**config.mk**
```make
export PLATFORM = sky130hd
export DESIGN_NAME = virtual_uart_fifo_flat
export DESIGN_NICKNAME = d
export VERILOG_FILES = /design/src/rtl/virtual_uart_fifo_pkg.sv /design/src/rtl/virtual_uart_fifo_if.sv /design/src/rtl/vuart_sync_fifo.sv /design/src/rtl/virtual_uart_fifo.sv /design/src/flat_wrapper.sv
export SDC_FILE = /design/constraint.sdc
export NUM_CORES = 1
export LEC_CHECK = 0
export BUFFER_PORTS_ARGS = -buffer_cell sky130_fd_sc_hd__buf_2
export CORE_ASPECT_RATIO = 0.8
export CORE_MARGIN = 2
export CORE_UTILIZATION = 58
export CTS_CLUSTER_SIZE = 12
export DETAILED_ROUTE_END_ITERATION = 6
export GPL_ROUTABILITY_DRIVEN = 0
export HOLD_SLACK_MARGIN = 0.02
export PLACE_DENSITY_LB_ADDON = 0.1
export SLEW_MARGIN = 0
export SYNTH_ARGS = -nofsm -noshare
export SYNTH_HDL_FRONTEND = slang
export SYNTH_SLANG_ARGS = --single-unit
```
**constraint.sdc**
```tcl
create_clock -name clock_i -period 3.5 [get_ports clock_i]
set_input_delay 0.7 -clock clock_i [delete_from_list [all_inputs] [get_ports clock_i]]
set_output_delay 0.7 -clock clock_i [all_outputs]
set_load 0.01 [all_outputs]
```
**src/rtl/virtual_uart_fifo_pkg.sv**
```systemverilog
// Shared register map, bit positions and response codes for the virtual UART.
// Also holds the helper that packs the STATUS word.
package virtual_uart_fifo_pkg;

  localparam logic [7:0] VUART_RX_OFFSET       = 8'h00;
  localparam logic [7:0] VUART_TX_OFFSET       = 8'h04;
  localparam logic [7:0] VUART_STATUS_OFFSET   = 8'h08;
  localparam logic [7:0] VUART_CONTROL_OFFSET  = 8'h0C;
  localparam logic [7:0] VUART_HOST_ACK_OFFSET = 8'h10;

  // Word index within the 32-byte window, i.e. address bits [4:2]
  typedef enum logic [2:0] {
    REG_RX       = VUART_RX_OFFSET[4:2],
    REG_TX       = VUART_TX_OFFSET[4:2],
    REG_STATUS   = VUART_STATUS_OFFSET[4:2],
    REG_CONTROL  = VUART_CONTROL_OFFSET[4:2],
    REG_HOST_ACK = VUART_HOST_ACK_OFFSET[4:2]
  } reg_sel_e;

  localparam int STATUS_RX_VALID = 0;
  localparam int STATUS_RX_FULL  = 1;
  localparam int STATUS_TX_EMPTY = 2;
  localparam int STATUS_TX_FULL  = 3;
  localparam int STATUS_INTR_EN  = 4;
  localparam int STATUS_OVERRUN  = 5;

  localparam int CTRL_FLUSH_TX = 0;
  localparam int CTRL_FLUSH_RX = 1;
  localparam int CTRL_INTR_EN  = 4;

  localparam logic [1:0] RESP_OKAY   = 2'b00;
  localparam logic [1:0] RESP_SLVERR = 2'b10;

  function automatic logic [31:0] pack_status(
    input logic       rx_valid,
    input logic       rx_full,
    input logic       tx_empty,
    input logic       tx_full,
    input logic       intr_en,
    input logic       overrun,
    input logic [7:0] rx_level,
    input logic [7:0] tx_level
  );
    logic [31:0] word;
    word                  = 32'h0000_0000;
    word[STATUS_RX_VALID] = rx_valid;
    word[STATUS_RX_FULL]  = rx_full;
    word[STATUS_TX_EMPTY] = tx_empty;
    word[STATUS_TX_FULL]  = tx_full;
    word[STATUS_INTR_EN]  = intr_en;
    word[STATUS_OVERRUN]  = overrun;
    word[23:16]           = rx_level;
    word[31:24]           = tx_level;
    return word;
  endfunction

endpackage

```
**src/rtl/virtual_uart_fifo_if.sv**
```systemverilog
// AXI-lite bundle between the bus fabric and the virtual UART.
interface virtual_uart_fifo_if #(
  parameter int DATA_WIDTH = 32,
  parameter int ADDR_WIDTH = 32
) ();
  logic [ADDR_WIDTH-1:0] awaddr;
  logic                  awvalid;
  logic                  awready;
  logic [DATA_WIDTH-1:0] wdata;
  logic                  wvalid;
  logic                  wready;
  logic [1:0]            bresp;
  logic                  bvalid;
  logic                  bready;
  logic [ADDR_WIDTH-1:0] araddr;
  logic                  arvalid;
  logic                  arready;
  logic [DATA_WIDTH-1:0] rdata;
  logic [1:0]            rresp;
  logic                  rvalid;
  logic                  rready;

  modport master (
    output awaddr, awvalid, wdata, wvalid, bready, araddr, arvalid, rready,
    input  awready, wready, bresp, bvalid, arready, rdata, rresp, rvalid
  );

  modport slave (
    input  awaddr, awvalid, wdata, wvalid, bready, araddr, arvalid, rready,
    output awready, wready, bresp, bvalid, arready, rdata, rresp, rvalid
  );
endinterface

```
**src/rtl/vuart_sync_fifo.sv**
```systemverilog
// Single-clock show-ahead FIFO with flush and level output.
// Push on full is allowed only when a pop frees the slot in the same cycle.
module vuart_sync_fifo #(
  parameter int WIDTH = 8,
  parameter int DEPTH = 16
) (
  input  logic                     clock_i,
  input  logic                     reset_ni,
  input  logic                     push,
  input  logic                     pop,
  input  logic                     flush,
  input  logic [WIDTH-1:0]         wdata,
  output logic                     full,
  output logic                     empty,
  output logic [$clog2(DEPTH):0]   level,
  output logic [WIDTH-1:0]         rdata
);
  localparam int AW = $clog2(DEPTH);
  localparam int LW = AW + 1;
  localparam logic [LW-1:0] FULL_LEVEL = LW'(DEPTH);

  logic [WIDTH-1:0] mem_r [DEPTH];
  logic [AW-1:0]    wr_ptr_r;
  logic [AW-1:0]    rd_ptr_r;
  logic [LW-1:0]    level_r;
  logic             do_push_s;
  logic             do_pop_s;

  assign full      = (level_r == FULL_LEVEL);
  assign empty     = (level_r == LW'(0));
  assign level     = level_r;
  assign rdata     = mem_r[rd_ptr_r];
  assign do_pop_s  = pop && !empty;
  assign do_push_s = push && (!full || do_pop_s);

  // Pointer and level bookkeeping; flush discards everything at once
  always_ff @(posedge clock_i or negedge reset_ni) begin
    if (!reset_ni) begin
      wr_ptr_r <= '0;
      rd_ptr_r <= '0;
      level_r  <= '0;
    end else if (flush) begin
      wr_ptr_r <= '0;
      rd_ptr_r <= '0;
      level_r  <= '0;
    end else begin
      if (do_push_s) begin
        wr_ptr_r <= wr_ptr_r + AW'(1);
      end
      if (do_pop_s) begin
        rd_ptr_r <= rd_ptr_r + AW'(1);
      end
      case ({do_push_s, do_pop_s})
        2'b10:   level_r <= level_r + LW'(1);
        2'b01:   level_r <= level_r - LW'(1);
        default: level_r <= level_r;
      endcase
    end
  end

  // Storage array, written only on an accepted push
  always_ff @(posedge clock_i) begin
    if (do_push_s && !flush) begin
      mem_r[wr_ptr_r] <= wdata;
    end
  end

endmodule

```
**src/rtl/virtual_uart_fifo.sv**
```systemverilog
// Virtual UART: AXI-lite slave exposing RX/TX FIFOs, status, control and
// two sticky interrupts (core side and XDMA host side).
module virtual_uart_fifo
  import virtual_uart_fifo_pkg::*;
#(
  parameter int LOCAL_DATA_WIDTH = 32,
  parameter int LOCAL_ADDR_WIDTH = 32,
  parameter int LOCAL_ID_WIDTH   = 32,
  parameter int RX_FIFO_DEPTH    = 16,
  parameter int TX_FIFO_DEPTH    = 16,
  parameter int CHAR_WIDTH       = 8
) (
  input  logic                clock_i,
  input  logic                reset_ni,
  output logic                int_core_o,
  output logic                int_xdma_o,
  input  logic [1:0]          int_ack_i,
  virtual_uart_fifo_if.slave  s_axilite
);
  localparam bit CFG_OK = (LOCAL_DATA_WIDTH == 32) && (LOCAL_ADDR_WIDTH >= 5) &&
                          (LOCAL_ID_WIDTH > 0) && (CHAR_WIDTH >= 5) && (CHAR_WIDTH <= 8) &&
                          (RX_FIFO_DEPTH >= 2) && (RX_FIFO_DEPTH <= 128) &&
                          (TX_FIFO_DEPTH >= 2) && (TX_FIFO_DEPTH <= 128);
  localparam int RX_LW = $clog2(RX_FIFO_DEPTH) + 1;
  localparam int TX_LW = $clog2(TX_FIFO_DEPTH) + 1;

  if (!CFG_OK) begin : g_invalid_config
  end

  logic                        awready_r, arready_r, bvalid_r, rvalid_r;
  logic [1:0]                  bresp_r, rresp_r, bresp_s, rresp_s;
  logic [LOCAL_DATA_WIDTH-1:0] rdata_r, rdata_s;
  logic                        intr_en_r, overrun_r, int_core_r, int_xdma_r;

  logic                  wr_acc_s, rd_acc_s;
  reg_sel_e              wr_sel_s, rd_sel_s;
  logic [CHAR_WIDTH-1:0] wr_char_s, rx_rdata_s, tx_rdata_s;
  logic                  rx_push_req_s, rx_push_ok_s, rx_pop_s, rx_flush_s;
  logic                  tx_push_req_s, tx_push_ok_s, tx_pop_s, tx_flush_s;
  logic                  rx_full_s, rx_empty_s, tx_full_s, tx_empty_s;
  logic [RX_LW-1:0]      rx_level_s;
  logic [TX_LW-1:0]      tx_level_s;
  logic                  ctrl_wr_s, host_ack_s, status_rd_s, tx_to_empty_s;
  logic                  overrun_set_s, core_set_s;

  assign wr_acc_s  = awready_r && s_axilite.awvalid && s_axilite.wvalid;
  assign rd_acc_s  = arready_r && s_axilite.arvalid;
  assign wr_sel_s  = reg_sel_e'(s_axilite.awaddr[4:2]);
  assign rd_sel_s  = reg_sel_e'(s_axilite.araddr[4:2]);
  assign wr_char_s = s_axilite.wdata[CHAR_WIDTH-1:0];

  assign rx_push_req_s = wr_acc_s && (wr_sel_s == REG_RX);
  assign tx_push_req_s = wr_acc_s && (wr_sel_s == REG_TX);
  assign rx_pop_s      = rd_acc_s && (rd_sel_s == REG_RX) && !rx_empty_s;
  assign tx_pop_s      = rd_acc_s && (rd_sel_s == REG_TX) && !tx_empty_s;
  // A same-cycle pop frees the slot, so a push to a full FIFO still lands
  assign rx_push_ok_s  = rx_push_req_s && (!rx_full_s || rx_pop_s);
  assign tx_push_ok_s  = tx_push_req_s && (!tx_full_s || tx_pop_s);

  assign ctrl_wr_s     = wr_acc_s && (wr_sel_s == REG_CONTROL);
  assign host_ack_s    = wr_acc_s && (wr_sel_s == REG_HOST_ACK);
  assign status_rd_s   = rd_acc_s && (rd_sel_s == REG_STATUS);
  assign rx_flush_s    = ctrl_wr_s && s_axilite.wdata[CTRL_FLUSH_RX];
  assign tx_flush_s    = ctrl_wr_s && s_axilite.wdata[CTRL_FLUSH_TX];

  assign overrun_set_s = (rx_push_req_s && !rx_push_ok_s) || (tx_push_req_s && !tx_push_ok_s);
  assign tx_to_empty_s = tx_pop_s && !tx_push_ok_s && (tx_level_s == TX_LW'(1));
  assign core_set_s    = intr_en_r && (rx_push_ok_s || tx_to_empty_s);

  vuart_sync_fifo #(.WIDTH(CHAR_WIDTH), .DEPTH(RX_FIFO_DEPTH)) u_rx_fifo (
    .clock_i (clock_i),
    .reset_ni(reset_ni),
    .push    (rx_push_ok_s),
    .pop     (rx_pop_s),
    .flush   (rx_flush_s),
    .wdata   (wr_char_s),
    .full    (rx_full_s),
    .empty   (rx_empty_s),
    .level   (rx_level_s),
    .rdata   (rx_rdata_s)
  );

  vuart_sync_fifo #(.WIDTH(CHAR_WIDTH), .DEPTH(TX_FIFO_DEPTH)) u_tx_fifo (
    .clock_i (clock_i),
    .reset_ni(reset_ni),
    .push    (tx_push_ok_s),
    .pop     (tx_pop_s),
    .flush   (tx_flush_s),
    .wdata   (wr_char_s),
    .full    (tx_full_s),
    .empty   (tx_empty_s),
    .level   (tx_level_s),
    .rdata   (tx_rdata_s)
  );

  // Write response for the register addressed by the accepted write
  always_comb begin
    bresp_s = RESP_SLVERR;
    case (wr_sel_s)
      REG_RX:       bresp_s = (rx_full_s && !rx_pop_s) ? RESP_SLVERR : RESP_OKAY;
      REG_TX:       bresp_s = (tx_full_s && !tx_pop_s) ? RESP_SLVERR : RESP_OKAY;
      REG_STATUS:   bresp_s = RESP_OKAY;
      REG_CONTROL:  bresp_s = RESP_OKAY;
      REG_HOST_ACK: bresp_s = RESP_OKAY;
      default:      bresp_s = RESP_SLVERR;
    endcase
  end

  // Read data mux; empty FIFOs read as zero with OKAY
  always_comb begin
    rdata_s = '0;
    rresp_s = RESP_OKAY;
    case (rd_sel_s)
      REG_RX: begin
        if (!rx_empty_s) rdata_s[CHAR_WIDTH-1:0] = rx_rdata_s;
        else             rdata_s = '0;
      end
      REG_TX: begin
        if (!tx_empty_s) rdata_s[CHAR_WIDTH-1:0] = tx_rdata_s;
        else             rdata_s = '0;
      end
      REG_STATUS: rdata_s = pack_status(!rx_empty_s, rx_full_s, tx_empty_s, tx_full_s,
                                        intr_en_r, overrun_r, 8'(rx_level_s), 8'(tx_level_s));
      REG_CONTROL, REG_HOST_ACK: rdata_s = '0;
      default: begin
        rdata_s = '0;
        rresp_s = RESP_SLVERR;
      end
    endcase
  end

  // Bus handshakes, control state and interrupts; set beats clear
  always_ff @(posedge clock_i or negedge reset_ni) begin
    if (!reset_ni) begin
      awready_r  <= 1'b0;
      arready_r  <= 1'b0;
      bvalid_r   <= 1'b0;
      rvalid_r   <= 1'b0;
      bresp_r    <= RESP_OKAY;
      rresp_r    <= RESP_OKAY;
      rdata_r    <= '0;
      intr_en_r  <= 1'b0;
      overrun_r  <= 1'b0;
      int_core_r <= 1'b0;
      int_xdma_r <= 1'b0;
    end else begin
      awready_r <= s_axilite.awvalid && s_axilite.wvalid && !bvalid_r && !awready_r;
      arready_r <= s_axilite.arvalid && !rvalid_r && !arready_r;

      if (wr_acc_s) begin
        bvalid_r <= 1'b1;
        bresp_r  <= bresp_s;
      end else if (s_axilite.bready) begin
        bvalid_r <= 1'b0;
      end

      if (rd_acc_s) begin
        rvalid_r <= 1'b1;
        rresp_r  <= rresp_s;
        rdata_r  <= rdata_s;
      end else if (s_axilite.rready) begin
        rvalid_r <= 1'b0;
      end

      if (ctrl_wr_s) intr_en_r <= s_axilite.wdata[CTRL_INTR_EN];

      if (overrun_set_s)    overrun_r <= 1'b1;
      else if (status_rd_s) overrun_r <= 1'b0;

      if (core_set_s)        int_core_r <= 1'b1;
      else if (int_ack_i[0]) int_core_r <= 1'b0;

      if (tx_push_ok_s)                     int_xdma_r <= 1'b1;
      else if (host_ack_s || int_ack_i[1])  int_xdma_r <= 1'b0;
    end
  end

  assign s_axilite.awready = awready_r;
  assign s_axilite.wready  = awready_r;
  assign s_axilite.bvalid  = bvalid_r;
  assign s_axilite.bresp   = bresp_r;
  assign s_axilite.arready = arready_r;
  assign s_axilite.rvalid  = rvalid_r;
  assign s_axilite.rresp   = rresp_r;
  assign s_axilite.rdata   = rdata_r;
  assign int_core_o        = int_core_r;
  assign int_xdma_o        = int_xdma_r;

endmodule

```
**src/flat_wrapper.sv**
```systemverilog
// flat-port wrapper written by rule: the top's interface ports become plain ports
module virtual_uart_fifo_flat import virtual_uart_fifo_pkg::*;
#(
  parameter int LOCAL_DATA_WIDTH = 32,
  parameter int LOCAL_ADDR_WIDTH = 32,
  parameter int LOCAL_ID_WIDTH   = 32,
  parameter int RX_FIFO_DEPTH    = 16,
  parameter int TX_FIFO_DEPTH    = 16,
  parameter int CHAR_WIDTH       = 8
)
  (clock_i, reset_ni, int_core_o, int_xdma_o, int_ack_i, s_axilite_awaddr, s_axilite_awvalid, s_axilite_wdata, s_axilite_wvalid, s_axilite_bready, s_axilite_araddr, s_axilite_arvalid, s_axilite_rready, s_axilite_awready, s_axilite_wready, s_axilite_bresp, s_axilite_bvalid, s_axilite_arready, s_axilite_rdata, s_axilite_rresp, s_axilite_rvalid);
  virtual_uart_fifo_if #(.DATA_WIDTH(32), .ADDR_WIDTH(32)) s_axilite_i ();
  input  logic clock_i;
  input  logic reset_ni;
  output logic int_core_o;
  output logic int_xdma_o;
  input  logic [1:0] int_ack_i;
  input wire logic [$bits(s_axilite_i.awaddr)-1:0] s_axilite_awaddr;
  input wire logic [$bits(s_axilite_i.awvalid)-1:0] s_axilite_awvalid;
  input wire logic [$bits(s_axilite_i.wdata)-1:0] s_axilite_wdata;
  input wire logic [$bits(s_axilite_i.wvalid)-1:0] s_axilite_wvalid;
  input wire logic [$bits(s_axilite_i.bready)-1:0] s_axilite_bready;
  input wire logic [$bits(s_axilite_i.araddr)-1:0] s_axilite_araddr;
  input wire logic [$bits(s_axilite_i.arvalid)-1:0] s_axilite_arvalid;
  input wire logic [$bits(s_axilite_i.rready)-1:0] s_axilite_rready;
  output wire logic [$bits(s_axilite_i.awready)-1:0] s_axilite_awready;
  output wire logic [$bits(s_axilite_i.wready)-1:0] s_axilite_wready;
  output wire logic [$bits(s_axilite_i.bresp)-1:0] s_axilite_bresp;
  output wire logic [$bits(s_axilite_i.bvalid)-1:0] s_axilite_bvalid;
  output wire logic [$bits(s_axilite_i.arready)-1:0] s_axilite_arready;
  output wire logic [$bits(s_axilite_i.rdata)-1:0] s_axilite_rdata;
  output wire logic [$bits(s_axilite_i.rresp)-1:0] s_axilite_rresp;
  output wire logic [$bits(s_axilite_i.rvalid)-1:0] s_axilite_rvalid;
  assign s_axilite_i.awaddr = s_axilite_awaddr;
  assign s_axilite_i.awvalid = s_axilite_awvalid;
  assign s_axilite_i.wdata = s_axilite_wdata;
  assign s_axilite_i.wvalid = s_axilite_wvalid;
  assign s_axilite_i.bready = s_axilite_bready;
  assign s_axilite_i.araddr = s_axilite_araddr;
  assign s_axilite_i.arvalid = s_axilite_arvalid;
  assign s_axilite_i.rready = s_axilite_rready;
  assign s_axilite_awready = s_axilite_i.awready;
  assign s_axilite_wready = s_axilite_i.wready;
  assign s_axilite_bresp = s_axilite_i.bresp;
  assign s_axilite_bvalid = s_axilite_i.bvalid;
  assign s_axilite_arready = s_axilite_i.arready;
  assign s_axilite_rdata = s_axilite_i.rdata;
  assign s_axilite_rresp = s_axilite_i.rresp;
  assign s_axilite_rvalid = s_axilite_i.rvalid;
  virtual_uart_fifo #(.LOCAL_DATA_WIDTH(LOCAL_DATA_WIDTH), .LOCAL_ADDR_WIDTH(LOCAL_ADDR_WIDTH), .LOCAL_ID_WIDTH(LOCAL_ID_WIDTH), .RX_FIFO_DEPTH(RX_FIFO_DEPTH), .TX_FIFO_DEPTH(TX_FIFO_DEPTH), .CHAR_WIDTH(CHAR_WIDTH)) u_core (.clock_i(clock_i), .reset_ni(reset_ni), .int_core_o(int_core_o), .int_xdma_o(int_xdma_o), .int_ack_i(int_ack_i), .s_axilite(s_axilite_i));
endmodule
```
### After elaboration in Yosys (flattened, before gate mapping)

Memories as Yosys holds them, arrays and structs flattened.
Cells that the tools add are included.

* bits in registers: 70
* bits in writable memories: 256
* input bits: 105
* output and inout bits: 43
* memories: 2

Memories
* u_core.u_rx_fifo.mem_r: words 16, bits a word 8, read ports 1, clocked after memory_dff 0, wr ports 1, line vuart_sync_fifo.sv:22 `logic [WIDTH-1:0] mem_r [DEPTH];`
* u_core.u_tx_fifo.mem_r: words 16, bits a word 8, read ports 1, clocked after memory_dff 0, wr ports 1, line vuart_sync_fifo.sv:22

* add/sub/neg operators: 8
* equal/unequal tests: 15
* multiplexer cells: 33
* reductions and logical operators: 72

Operators by type and width (number)
* one-hot mux 29 bit (3 select lines): 1
* logical AND 1 bit: 34
* two-way mux 4 bit: 8
* one-hot mux 5 bit (2 select lines): 2
* nonzero test 2 bit: 9
* adder 4 x 1 -> 4 bit, second input constant: 4
* two-way mux 8 bit: 2
* logical NOT 1 bit: 14
* two-way mux 1 bit: 14
* equality test 3 x 2 -> 1 bit, second input constant: 4
* adder 5 x 1 -> 5 bit, second input constant: 2
* equality test 5 bit, second input constant: 2
* logical NOT 5 bit: 2
* two-way mux 5 bit: 2
* subtractor 5 x 1 -> 5 bit, second input constant: 2
* logical OR 1 bit: 7
* equality test 3 x 1 -> 1 bit, second input constant: 2
* equality test 3 bit, second input constant: 2
* logical NOT 3 bit: 2
* two-way mux 2 bit: 3
* one-hot mux 2 bit (3 select lines): 1
* nonzero test 3 bit: 2
* equality test 5 x 1 -> 1 bit, second input constant: 1
* OR reduction 5 bit: 1
* other kinds (3): 5

### Depth between registers and ports, before layout

Gate-level depths: netlist (run 1).

* word-level depth: 11
* mapped depth: 14

### By module

From an unflattened synthesis (run 1), not the netlist that was laid out.

* cells, all modules: 775
* area, all modules: 13136.3 um2

By module, submodules not included
* vuart_sync_fifo at u_core.u_rx_fifo: instances 1, cells an instance 326, area each 5839.4 um2
* vuart_sync_fifo at u_core.u_tx_fifo: instances 1, cells an instance 291, area each 5791.8 um2
* virtual_uart_fifo: instances 1, cells an instance 158, area each 1505.2 um2

### Least setup slack after synthesis (run 1)

No wires, ideal clock.

* path kind: input-to-reg
* from: input port s_axilite_araddr[4]
* to: register u_core.u_rx_fifo.level_r[4] (netlist: u_core.u_rx_fifo.level[4])
* setup time: 0.132 ns
* arrival: 2.900 ns
* data required time: 3.368 ns
* setup slack: 0.468 ns
* stages on the path: 11
* cells stage by stage: nand4bb_1 > a211oi_2 > ha_1 > clkbuf_1 > xor2_1 > ha_1 > and3b_1 > o21ai_0 > a21oi_1 > xnor2_1 > nor2_1

* word-level cells in the longest chain between the ends: 9

Ends and longest elaborated chain
* start, declared: line flat_wrapper.sv:23 `input wire logic [$bits(s_axilite_i.araddr)-1:0] s_axilite_araddr;`
* logical NOT 3 bit (*): line virtual_uart_fifo.sv:54 `assign rx_pop_s = rd_acc_s && (rd_sel_s == REG_RX) && !rx_empty_s;`
* logical AND 1 bit (*) (2 in series): line virtual_uart_fifo.sv:54
* logical OR 1 bit or logical AND 1 bit (tied branches): line virtual_uart_fifo.sv:57, vuart_sync_fifo.sv:33
* logical AND 1 bit or logical OR 1 bit (tied branches): line virtual_uart_fifo.sv:57, vuart_sync_fifo.sv:34
* logical AND 1 bit: line vuart_sync_fifo.sv:34 `assign do_push_s = push && (!full || do_pop_s);`
* equality test 2 x 1 -> 1 bit or equality test 2 bit (tied branches): line vuart_sync_fifo.sv:53 `case ({do_push_s, do_pop_s})`
* one-hot mux 5 bit (2 select lines): line vuart_sync_fifo.sv:53
* two-way mux 5 bit: line vuart_sync_fifo.sv:42 `end else if (flush) begin`
* end signal, assigned: line vuart_sync_fifo.sv:54 `2'b10: level_r <= level_r + LW'(1);`
* end signal, assigned: line vuart_sync_fifo.sv:55 `2'b01: level_r <= level_r - LW'(1);`
* end signal, assigned: line vuart_sync_fifo.sv:56 `default: level_r <= level_r;`
* end, declared: line vuart_sync_fifo.sv:25 `logic [LW-1:0] level_r;`

Mark *: on every way between the ends. The rest lies on a longest branch, timed or not.
A chain may end at the register's enable or synchronous reset.

### Final worst setup path (run 1)

* from: register u_core.u_rx_fifo.level_r[1] (netlist: u_core.u_rx_fifo.level[1])
* to: register u_core.u_rx_fifo.level_r[4] (netlist: u_core.u_rx_fifo.level[4])

* word-level cells in the longest chain between the ends: 9

Ends and longest elaborated chain
* logical NOT 5 bit: line vuart_sync_fifo.sv:30 `assign empty = (level_r == LW'(0));`
* logical NOT 1 bit: line vuart_sync_fifo.sv:33, virtual_uart_fifo.sv:54
* logical AND 1 bit: line virtual_uart_fifo.sv:54
* logical OR 1 bit or logical AND 1 bit (tied branches): line virtual_uart_fifo.sv:57, vuart_sync_fifo.sv:33
* logical AND 1 bit or logical OR 1 bit (tied branches): line virtual_uart_fifo.sv:57, vuart_sync_fifo.sv:34
* logical AND 1 bit: line vuart_sync_fifo.sv:34
* equality test 2 x 1 -> 1 bit or equality test 2 bit (tied branches): line vuart_sync_fifo.sv:53
* one-hot mux 5 bit (2 select lines): line vuart_sync_fifo.sv:53
* two-way mux 5 bit: line vuart_sync_fifo.sv:42

Several ways; a longest one is shown, not always the timed one.

==> reports/metrics.yaml, run 1 <==
antenna_cells: 0
routedWlPerCell_um: 23.85
worstSetupPathType: "reg -> reg"
multi_input_area_um2: 3637
max_stage_delay_ns: 0.49
grt_pass1_wl_um: 40120
pin_count: 148
path_max_fanout: 8
fin_nets: 934
antenna_found_initial: 0
p_int_w: 0.006364
yosysSeqAreaShare_pct: 69.53
start_util_pct: 59.63
drt_iter0_drc: 718
viasPerCell: 6.149
rsz0062_at_grt: "false"
die-area_um2: 23630
pwr-share-comb_pct: 14.5
setup_tns_ns: 0
clock-root-buffer: "clkbuf_16"
clockBufferDepth: 3
synth.most_common_cell: "edfxtp_1"
post_cts_buffers: 0
grt_overflow: 0
htree_num_levels: 1
die_height_um: 137.9
wl_um: 26810
crit_buf_inv: 0
synth_top_cell_by_area: "edfxtp_1"
core_um2: 21800
drv_slew: 0
timing.final.hold_violations: 0
cts.clk_slew.worst_paths_ns: 0.06
async_flop_share_pct: 17.42
post-route-period-util_pct: 81.39
regArea_um2: 9041
slew_headroom_pct: 38.39
ys_seq_elements: 310
power_frac_clock_pct: 34.5
worstMarginPinSlew_ns: 0.9242
drcViolationCount: 0
grt_usage_pct: 23.23
cap_violations: 0
finalPower_w: 0.008437
ir_drop_uv: 377.4
area_growth_pct: 11.13
nFillCells: 1486
die_x_um: 171.4
num_rows: 48
cts_buffers: 30
path_cells: "nor4_4, o211ai_1, nand2_1, ha_1, xor2_1, ha_1, and3b_1, o21ai_0, a21oi_1, xnor2_1, nor2_1"
crit_path_top_delay_cell: "dfrtp_1"
io_buffers: 49
post-route-min-period_ns: 2.849
postCtsHoldBufs: 0
clk_latency_ns: 0.55
cts.sinks: 310
synth_cell_types: 58
ys.flop_type: "edfxtp_1"
top_layer: "met4"
r2r_slack_ns: 0.65
cts-resized-gates: 0
cp.required_ns: 3.89
p_per_area_nw_per_um2: 584.1
power_leakage_nw: 5.062
wl_met2_um: 11910
met1Wirelength_um: 12820
critPathArrivalTime_ns: 3.24
grt_pass1_vias: 6684
layout-drive-gt1-share_pct: 23.06
syn_inst: 740
ys_warn_count: 0
synth.area.top_cells: "edfxtp_1 59%, dfrtp_1 10%, mux4_2 10%, mux4_1 2.2%, ha_1 1.7%"
fmax_mhz: 351.0
cts_tree: "yes"
dp_hpwl_um: 17630
netlist_area_um2: 13000
power_switching_w: 0.002074
synthTopCellsByCount: "256 x edfxtp_1, 58 x mux4_2, 54 x dfrtp_1"
power_frac_seq_pct: 51.0
status: "completed"
antenna_left: 0
p_sw_share_pct: 24.58
firstDrtPassIters: 5
synth_area_per_cell_um2: 17.57
critical_path.top_delay_family: "simple AND/OR/NAND/NOR gates"
cp-start-kind: "register"
vias: 6911
fin_worst_skew_ns: 0.01024
synth-edff-count: 256
finalSetupViolCount: 0
met3_length_um: 1545
endpoint_kind: "register"
synth_top_area_share_pct: 59.13
cpMostUsedCell: "ha_1"
grt_max_degree: 42
hold_class: "in -> async"
per-stage QoR:
stage / cells / utilization (%) / hold slack (ns) / worst slack [ns] / instance area, um2
2_1_floorplan: 755 / - / 0.4044 / 0.4677 / 13060
3_3_place_gp: 1079 / 62.33 / 0.4339 / 0.4133 / 13590
3_5_place_dp: 1079 / 62.33 / 0.4478 / 0.3705 / 13590
4_1_cts: 1124 / 66.26 / 0.2988 / 0.6745 / 14450
5_1_grt: 1124 / 66.26 / 0.3547 / 0.4431 / 14450
6_report: 1124 / 66.26 / 0.2916 / 0.6513 / 14450
cells in the final DEF, fill, tap and decap left out, types with 4 or more instances in the layout:
cell type	count
a21oi_1	11
and2_1	26
buf_2	49
buf_4	27
clkbuf_1	9
clkbuf_16	30
conb_1	16
dfrtp_1	52
edfxtp_1	256
ha_1	18
inv_1	18
mux2_2	10
mux2i_1	14
mux4_1	11
mux4_2	58
nand2_1	42
nand3_1	11
nand4_1	4
nor2_1	38
nor3b_1	5
nor4_1	5
o211ai_1	4
o21ai_0	18
o31ai_1	5
xnor2_1	11
xor2_1	12
logic make-up after synthesis:
family / count (synthesis) / share of synthesized area [%]
compound gates: 63 / 3.369
xor+xnor: 23 / 1.550
fa+ha+maj: 18 / 1.732
buf+inv: 71 / 2.926
flops: 310 / 69.53
mux: 93 / 14.22
other cells: 1 / 0.02885
simple gates: 161 / 6.651
sequential cells by signal, indices dropped and copies added (netlist names), 4 cells and up:
register and count:
u_core.u_tx_fifo.level 5, u_core.u_rx_fifo.rd_ptr_r 4, u_core.u_tx_fifo.mem_r 128, u_core.u_rx_fifo.wr_ptr_r 4, u_core.u_rx_fifo.mem_r 128, u_core.s_axilite.rdata 18, u_core.u_tx_fifo.wr_ptr_r 4, u_core.u_rx_fifo.level 5
u_core.u_tx_fifo.rd_ptr_r 4
path summary, 6_finish.rpt:
kind | from | end | cells after the start
min in group clock_i | s_axilite_rready | u_core.s_axilite.rvalid | 2
worst max register to register | u_core.u_rx_fifo.level[1] | u_core.u_rx_fifo.level[4] | 11
worst min register to register | u_core.s_axilite.bvalid | u_core.s_axilite.awready | 1
worst max-delay path | u_core.u_rx_fifo.level[1] | u_core.u_rx_fifo.level[4] | 11
max in group asynchronous | reset_ni | u_core.s_axilite.rdata[1] | 2
worst min-delay path | reset_ni | u_core.u_tx_fifo.level[0] | 1
power groups by stage:
stage	clock network, W	registers [W]	logic (W)
6_report	0.00291	0.00430	0.00123
5_1_grt	0.00309	0.00432	0.00132
4_1_cts	0.00296	0.00430	0.00123
3_5_place_dp	0	0.00438	0.00122
3_3_place_gp	0	0.00437	0.00119
2_1_floorplan	0	0.00424	0.000974
per-layer routing:
| layer | vias up | GRT usage [%] |
|---|---|---|
| met1 | 3595 | 37.33 |
| met4 | 0 | 5.791 |
| met2 | 269 | 34.48 |
| li1 | 3003 | - |
| met3 | 44 | 2.711 |
| met5 | - | 0 |
worst reg2reg max path: stages (launching register included):
cell,delay [ns]
dfrtp_1,0.49
nor4_4,0.49
o211ai_1,0.21
nand2_1,0.13
ha_1,0.34
xor2_1,0.20
ha_1,0.22
and3b_1,0.18
o21ai_0,0.07
a21oi_1,0.19
xnor2_1,0.14
nor2_1,0.05
layout make-up:
type | count | area share [%]
Tap cell | 300 | 2.598
Sequential cell | 310 | 62.58
Clock inverter | 5 | 0.4071
Clock buffer | 40 | 5.526
Multi-Input combinational cell | 374 | 25.18
Timing Repair Buffer | 77 | 3.239
Inverter | 18 | 0.4677
No activity file was read; power rests on OpenSTA's default activity.
==> inputs of run 2 (changes only) <==
Settings changed: ABC_AREA set to 1, CORE_UTILIZATION 58 to 53.
Clock period 3.5 ns to 2.4 ns, I/O delays scaled along.
==> run 2 against run 1 <==
Net effect: largest power group unchanged; synthesized cell count is 63% higher; worst setup slack worse by 0.51 ns; non-clock buffer count is 66 higher; total power is 80% higher; die area is 12% higher; fmax is 26% higher; sequential share of layout area is 3.8 points lower; sequential cell count stayed put.
==> reports/metrics.yaml, run 2 <==
timing.final.hold_violations: 0
yosysSeqAreaShare_pct: 67.75
start_util_pct: 54.45
io_buffers: 49
post-route-period-util_pct: 93.99
cts.clk_slew.worst_paths_ns: 0.06
nFillCells: 1970
synth-edff-count: 256
clockBufferDepth: 3
endpoint_kind: "register"
worstSetupPathType: "reg -> reg"
clock-root-buffer: "clkbuf_16"
antenna_found_initial: 1
final_common_cell: "nand2_1"
vias: 9145
critPathArrivalTime_ns: 2.71
drt_iter0_drc: 985
reg2reg_depth: 15
wl_um: 31830
met3_length_um: 2371
layout-drive-gt1-share_pct: 16.47
syn_inst: 1209
ys.flop_type: "edfxtp_1"
synth_area_per_cell_um2: 11.04
stdcell_area_um2: 15390
viasPerCell: 5.509
synthTopCellsByCount: "338 x nand2_1, 274 x nand3_1, 256 x edfxtp_1"
cap_violations: 0
worst_hold_slack_ns: 0.1029
finalPower_w: 0.01519
place_inst: 1610
firstDrtPassIters: 5
met1Wirelength_um: 14870
die_height_um: 145.9
slew_headroom_pct: 45.71
status: "completed"
core_um2: 24500
antenna_left: 0
post-route-min-period_ns: 2.256
ys_warn_count: 0
die-area_um2: 26470
cp.required_ns: 2.85
antenna_cells: 0
grt_usage_pct: 24.28
fin_ws_ns: 0.1443
cts.sinks: 310
synth.most_common_cell: "nand2_1"
fin_cells: 1660
dp_slack_ns: -0.07303
placed_area_um2: 14470
ir_drop_uv: 584.2
ys_seq_elements: 310
synth.area.top_cells: "edfxtp_1 58%, nand3_1 10%, dfrtp_1 10%, nand2_1 9.5%, ha_1 1.7%"
die_x_um: 181.4
routedWlPerCell_um: 19.17
finalSetupViolCount: 0
top_layer: "met5"
fin_worst_skew_ns: 0.01109
clk_latency_ns: 0.57
drcViolationCount: 0
grt_pass1_vias: 8582
synth_cell_types: 41
fin_nets: 1450
grt_max_degree: 67
path_max_fanout: 4
drv_slew: 0
synth_top_cell_by_area: "edfxtp_1"
area_growth_pct: 15.35
netlist_area_um2: 13340
hold_class: "in -> reg"
most-common-layout-cells: "337 x nand2_1, 274 x nand3_1, 256 x edfxtp_1, 88 x buf_4, 52 x nor2_1"
htree_num_levels: 1
grt_overflow: 0
fmax_mhz: 443.3
cp-start-kind: "register"
synth_top_area_share_pct: 57.62
wl_met2_um: 13970
worstMarginPinSlew_ns: 0.8114
grt_pass1_wl_um: 49240
cts_tree: "yes"
async_flop_share_pct: 17.42
cts_buffers: 31
dp_hpwl_um: 20400
hold_depth: 2
pin_count: 148
p_per_area_nw_per_um2: 986.8
power_leakage_nw: 6.217
num_rows: 51
## run 2: cell types whose count changed after synthesis, sizes merged, moves of 12 or more
cell   delta
mux4     -69
inv      +28
nand2   +308
nor2     +19
mux2i    -14
and2     -26
buf      +21
nand3   +265
o21ai    +12
## run 2: cells by family (layout without fill, tap and decap cells)
kind of cell    Yosys count  in the layout  synth area share, %
simple gates            696            696                23.29
flops                   310            310                67.75
buf+inv                 122            240                4.351
compound gates           50             50                2.091
fa+ha+maj                18             18                1.688
xor+xnor                 11             11               0.7222
other cells               1             16              0.02811
mux                       1              1              0.08440
## run 2: per-layer routing
| metal | GRT usage (%) | up-vias |
|---|---|---|
| met1 | 37.27 | 4400 |
| met3 | 3.979 | 52 |
| met4 | 5.163 | 2 |
| li1 | - | 4387 |
| met5 | 0 | - |
| met2 | 36.78 | 304 |
## run 2: power breakdown
group          internal, W  total (W)  switching, W
combinational      0.00146    0.00442       0.00296
clock              0.00248    0.00441       0.00193
sequential         0.00609    0.00636      0.000273
total               0.0100     0.0152       0.00517
## run 2: repair_timing
| action | in CTS | in global routing |
|---|---|---|
| resized for setup | 0 | 5 |
| endpoints found under the hold margin | 27 | 0 |
| hold buffers | 1 | 0 |
| setup buffers | 0 | 1 |
| endpoints found under the setup margin | 0 | 14 |
## run 2: area by class of cell
type	count	area (um2)	area share, %
repair buffers	143	1016	6.602
multi-input cells	792	3822	24.84
flip-flops and latches	310	9042	58.76
well taps	318	397.9	2.585
clock inverters	8	75.07	0.4878
inverters	49	216.5	1.407
clock buffers	40	819.5	5.325
## run 2: critical path, cell delays in order (launching register included)
cell and delay, ns:
dfrtp_1 0.39, nor2_2 0.17, nand4_2 0.14, nand2_2 0.11, nor2_4 0.05, inv_2 0.06
nand2_2 0.06, nand2_4 0.12, ha_4 0.17, xor2_2 0.16, ha_2 0.18, a21o_1 0.11
nand2_1 0.07, o21ai_2 0.13, xor2_1 0.15, o22ai_1 0.09
## run 2: final timing paths
path	start	end	slack, ns
setup / recovery	u_core.u_rx_fifo.level[2]	u_core.u_rx_fifo.level[4]	0.14
hold reg to reg	u_core.s_axilite.bvalid	u_core.s_axilite.awready	0.45
min in group asynchronous	reset_ni	u_core.u_tx_fifo.wr_ptr_r[0]	0.49
setup reg to reg	u_core.u_rx_fifo.level[2]	u_core.u_rx_fifo.level[4]	0.14
hold / removal	int_ack_i[1]	u_core.int_xdma_o	0.10
max in group asynchronous	reset_ni	u_core.u_rx_fifo.rd_ptr_r[0]	1.33
## run 2: per-stage QoR
| stage | util (%) | setup TNS [ns] |
|---|---|---|
| final | 62.81 | 0 |
| after CTS | 62.72 | 0 |
| after global routing | 62.81 | -0.006473 |
| after global placement | 59.03 | -0.5700 |
| after floorplan | - | -0.01363 |
| after detailed placement | 59.03 | -1.527 |
